## src/rtl/multi_edge_sync.sv

```systemverilog
// -----------------------------------------------------------------------------
// multi_edge_sync
//
// Multi-channel asynchronous-input synchronizer with per-channel edge detect,
// one-cycle event pulse, sticky event flag and saturating event counter.
//
// Parameters
//   CH     number of independent input channels (1..32)
//   SYNC   synchronizer flop stages per channel (2..4)
//   CNT_W  event counter width per channel (1..16)
//
// Ports
//   clk       sole clock, all flops on its rising edge
//   rst       synchronous active-high reset
//   din       [CH]        asynchronous level inputs
//   mode      [2*CH]      per channel {fall_en, rise_en}: 00 off, 01 rise,
//                         10 fall, 11 both
//   clr       [CH]        per-channel synchronous clear of sticky and cnt
//   sync_out  [CH]        synchronized level of din
//   pulse     [CH]        registered one-cycle event pulse
//   sticky    [CH]        latched event flag, held until clr
//   cnt       [CH*CNT_W]  channel i count at [CNT_W*(i+1)-1 : CNT_W*i]
// -----------------------------------------------------------------------------
module multi_edge_sync #(
  parameter int CH    = 4,
  parameter int SYNC  = 2,
  parameter int CNT_W = 8
) (
  input  logic                clk,
  input  logic                rst,
  input  logic [CH-1:0]       din,
  input  logic [2*CH-1:0]     mode,
  input  logic [CH-1:0]       clr,
  output logic [CH-1:0]       sync_out,
  output logic [CH-1:0]       pulse,
  output logic [CH-1:0]       sticky,
  output logic [CH*CNT_W-1:0] cnt
);

  localparam logic [CNT_W-1:0] CNT_MAX = '1;
  localparam logic [CNT_W-1:0] CNT_ONE = CNT_W'(1);

  for (genvar i = 0; i < CH; i++) begin : g_ch
    // s[0] captures din; s[SYNC-1] is the fully synchronized level.
    logic [SYNC-1:0]  s;
    logic             prev;
    logic             pulse_q;
    logic             sticky_q;
    logic [CNT_W-1:0] cnt_q;
    logic             rise;
    logic             fall;
    logic             evt;

    assign rise = s[SYNC-1] & ~prev;
    assign fall = ~s[SYNC-1] & prev;
    // mode is used live so the value present at the evaluating edge applies.
    assign evt  = (rise & mode[2*i]) | (fall & mode[2*i+1]);

    // NOTE: sequential state uses non-blocking assignments so every flop
    // samples pre-edge values; blocking here would collapse the sync chain.
    always_ff @(posedge clk) begin
      if (rst) begin
        s        <= '0;
        prev     <= 1'b0;
        pulse_q  <= 1'b0;
        sticky_q <= 1'b0;
        cnt_q    <= '0;
      end else begin
        s       <= {s[SYNC-2:0], din[i]};
        // prev tracks the synchronized level regardless of mode, so enabling
        // a channel later never produces a stale edge.
        prev    <= s[SYNC-1];
        pulse_q <= evt;
        if (clr[i]) begin
          // An event coinciding with clear wins for sticky and seeds cnt at 1.
          sticky_q <= evt;
          cnt_q    <= evt ? CNT_ONE : '0;
        end else if (evt) begin
          sticky_q <= 1'b1;
          if (cnt_q != CNT_MAX) begin
            cnt_q <= cnt_q + CNT_ONE;
          end
        end
      end
    end

    assign sync_out[i]              = s[SYNC-1];
    assign pulse[i]                 = pulse_q;
    assign sticky[i]                = sticky_q;
    assign cnt[CNT_W*i +: CNT_W]    = cnt_q;
  end

endmodule
```

## config.mk

```make
export PLATFORM = sky130hd
export DESIGN_NAME = multi_edge_sync
export DESIGN_NICKNAME = d
export VERILOG_FILES = /design/src/rtl/multi_edge_sync.sv
export SDC_FILE = /design/constraint.sdc
export NUM_CORES = 1
export LEC_CHECK = 0
export ABC_AREA = 1
export CORE_MARGIN = 3
export CORE_UTILIZATION = 40
export CTS_CLUSTER_DIAMETER = 200
export DETAILED_ROUTE_END_ITERATION = 16
export PLACE_DENSITY_LB_ADDON = 0.12
export SYNTH_ARGS = -nofsm -noshare
export SYNTH_HDL_FRONTEND = slang
export SYNTH_SLANG_ARGS = --single-unit
```

## constraint.sdc

```tcl
create_clock -name clk -period 1.22 [get_ports clk]
set_input_delay 0.366 -clock clk [delete_from_list [all_inputs] [get_ports clk]]
set_output_delay 0.366 -clock clk [all_outputs]
set_load 0.02 [all_outputs]
```

==> qor.csv <==
metric,value,unit
status,"finished, violations left",
violations,negative setup slack,
end_kind,flip-flop,
register_area,1090,µm²
seq_area_frac_synth,0.378,
antenna_cells,0,
yosys.area.top_type,dfxtp_1,
ys_types,20,
yosys.area_share.simple,0.388,
met2_usage,0.327,
power,3570,µW
grt_util_met1,0.238,
worstHoldPathCells,2,
dp_hpwl,5.31,mm
skew,0.00423,ns
busiest_layer,met2,
initialDrtViolationCount,63,
required,1.43,ns
drc,0,
synth_compound_area_frac,0.0728,
ant_nets,0,
cts_hold_buf,0,
core,6490,µm²
grt_usage,0.188,
clockBufferDepth,2,
clock_sinks,52,
cp_data_arrival_time,1.49,ns
fmax,0.781,GHz
hold_ws,0.396,ns
cts_max_level,2,
dr.pass1.iters,4,
hp-class,flip-flop to flip-flop,
synth_xor_area_frac,0,
routedWlPerCell,12.8,µm
synth_top_family_by_area,simple AND/OR/NAND/NOR gates,
period_needed,1.28,ns
grt_max_degree,16,
vdd_drop_max,0.593,mV
wl,7.96,mm
cts_tree,yes,
die_w,88.9,µm
maxCapViolCount,0,
dieArea,7910,µm²
cts_buffers,5,
place.gp.congestion,0.854,
multi_input_area,1760,µm²
yosysTopAreaCellShare,0.378,
synth.avg_cell_area,6.84,µm²
antenna_found_initial,0,
slew_headroom,0.854,
nets,565,
final_common_cell,buf_4,
ys_ff_latch,52,
ys_top_cells_by_area,"dfxtp_1 (38%), nand3_1 (14%), inv_1 (10%)",
setup_violations,10,
finalCritPeriodShare,1.05,
synthCells,402,
drive_gt1_frac,0.513,
start_util,0.424,
crit_path_max_fanout,5,
maxSlewViolCount,0,
mostFrequentLayoutCells,"buf_4 (92), inv_1 (64), nand2_1 (52), nand3_1 (45), nor2_1 (33)",
vias,2990,
r2r_cells,8,
insertion_delay,0.30,ns
grt_pass1_wl,12.0,mm
cts-root-buf,clkbuf_8,
die_h,88.9,µm
met3_usage,0.0396,
via_per_inst,4.81,
rrSetupSlack,-0.06,ns
clk_pin_slew_worst_paths,0.10,ns
n_fill_cell,544,
worst_slack,-0.0604,ns
worstMarginPinSlew,0.219,ns
synth_mux_area_frac,0,
grt_setup_unrepaired,true,
powerDensity,790,nW/µm²
cp-start-kind,flip-flop,
area_growth,64.3,%
synth_fp_nets,424,
grt_pass1_vias,2765,
final_hold_viol_count,0,
io_pins,62,
grt_overflow,0,
crit_type,flip-flop to flip-flop,
synth_fa_ha_area_frac,0.0182,
portBuffers,61,
ys_warn_count,0,
placementRows,29,
p_leak,0.00223,µW
synthesis.area,2750,µm²
power by group:
group,switching (µW),leakage (µW),internal (µW),total (µW)
Clock,580,0.0000552,610,1190
Sequential,35.0,0.000436,1730,1770
Combinational,325,0.00174,287,612
Total,939,0.00223,2630,3570
path summary, 6_finish.rpt:
check,to,startpoint
hold / removal,g_ch[1].s[1],g_ch[1].s[0]
setup / recovery,g_ch[3].cnt_q[1],g_ch[3].cnt_q[1]
setup reg to reg,g_ch[3].cnt_q[1],g_ch[3].cnt_q[1]
hold reg to reg,g_ch[1].s[1],g_ch[1].s[0]
logic make-up after synthesis:
group	after synthesis
simple gates	218
buf+inv	90
flops	52
compound gates	38
fa+ha+maj	4
worst max-delay path, stage by stage, from the launching register on:
cell and delay [ns]:
dfxtp_4 0.39, ha_4 0.16, nand2_4 0.06, nor2_4 0.15, nand2_4 0.11, nand2_4 0.11, inv_1 0.05, o21ai_1 0.11
nor2_1 0.04
Yosys cell counts:
| library cell | number |
|---|---|
| nand3_1 | 76 |
| nand2_2 | 14 |
| buf_2 | 1 |
| nor2_2 | 4 |
| ha_1 | 4 |
| nor3_1 | 4 |
| clkbuf_1 | 1 |
| buf_6 | 1 |
| buf_4 | 12 |
| o21ai_0 | 10 |
| nor2_4 | 8 |
| o21ai_1 | 2 |
| inv_1 | 74 |
| a21oi_1 | 22 |
| nand2_1 | 68 |
| nor2_1 | 38 |
| inv_2 | 1 |
| o21bai_1 | 4 |
| nand2_4 | 6 |
| dfxtp_1 | 52 |
final cells by class:
| type | instances | area share |
|---|---|---|
| inverter | 75 | 0.0628 |
| tap | 77 | 0.0213 |
| clock buffer | 6 | 0.0161 |
| timing repair buffer | 149 | 0.260 |
| multi-input combinational | 260 | 0.390 |
| sequential | 52 | 0.242 |
| clock inverter | 2 | 0.00775 |
stage by stage:
step           area (µm²)   util  setup TNS, ns  setup WS [ns]  std cells
3_3_place_gp         4060  0.626         -15.77         -0.391        606
2_1_floorplan        2860      -       -0.00116       -0.00116        402
5_1_grt              4520  0.696          -1.93         -0.140        621
4_1_cts              4070  0.626         -0.123        -0.0382        613
3_5_place_dp         4060  0.626         -16.67         -0.404        606
6_report             4520  0.696         -0.355        -0.0604        621
sequential cells by signal (all words and copies together) (netlist names):
signal	count
g_ch.s	8
g_ch.prev	4
g_ch.pulse_q	4
g_ch.cnt_q	32
g_ch.sticky_q	4
per-layer routing:
layer,vias to the layer above,wire length [µm]
met3,12,349
met2,67,4090
met4,0,112
met1,1378,3400
met5,-,0
li1,1533,-
repair_timing:
item / CTS / global route
endpoints found under the hold margin: 0 / 0
pin swaps: 21 / 36
cloned: 0 / 0
endpoints found under the setup margin: 68 / 57
setup buffers: 1 / 8
resized for setup: 215 / 119
Power figures use the tool's default switching activity.
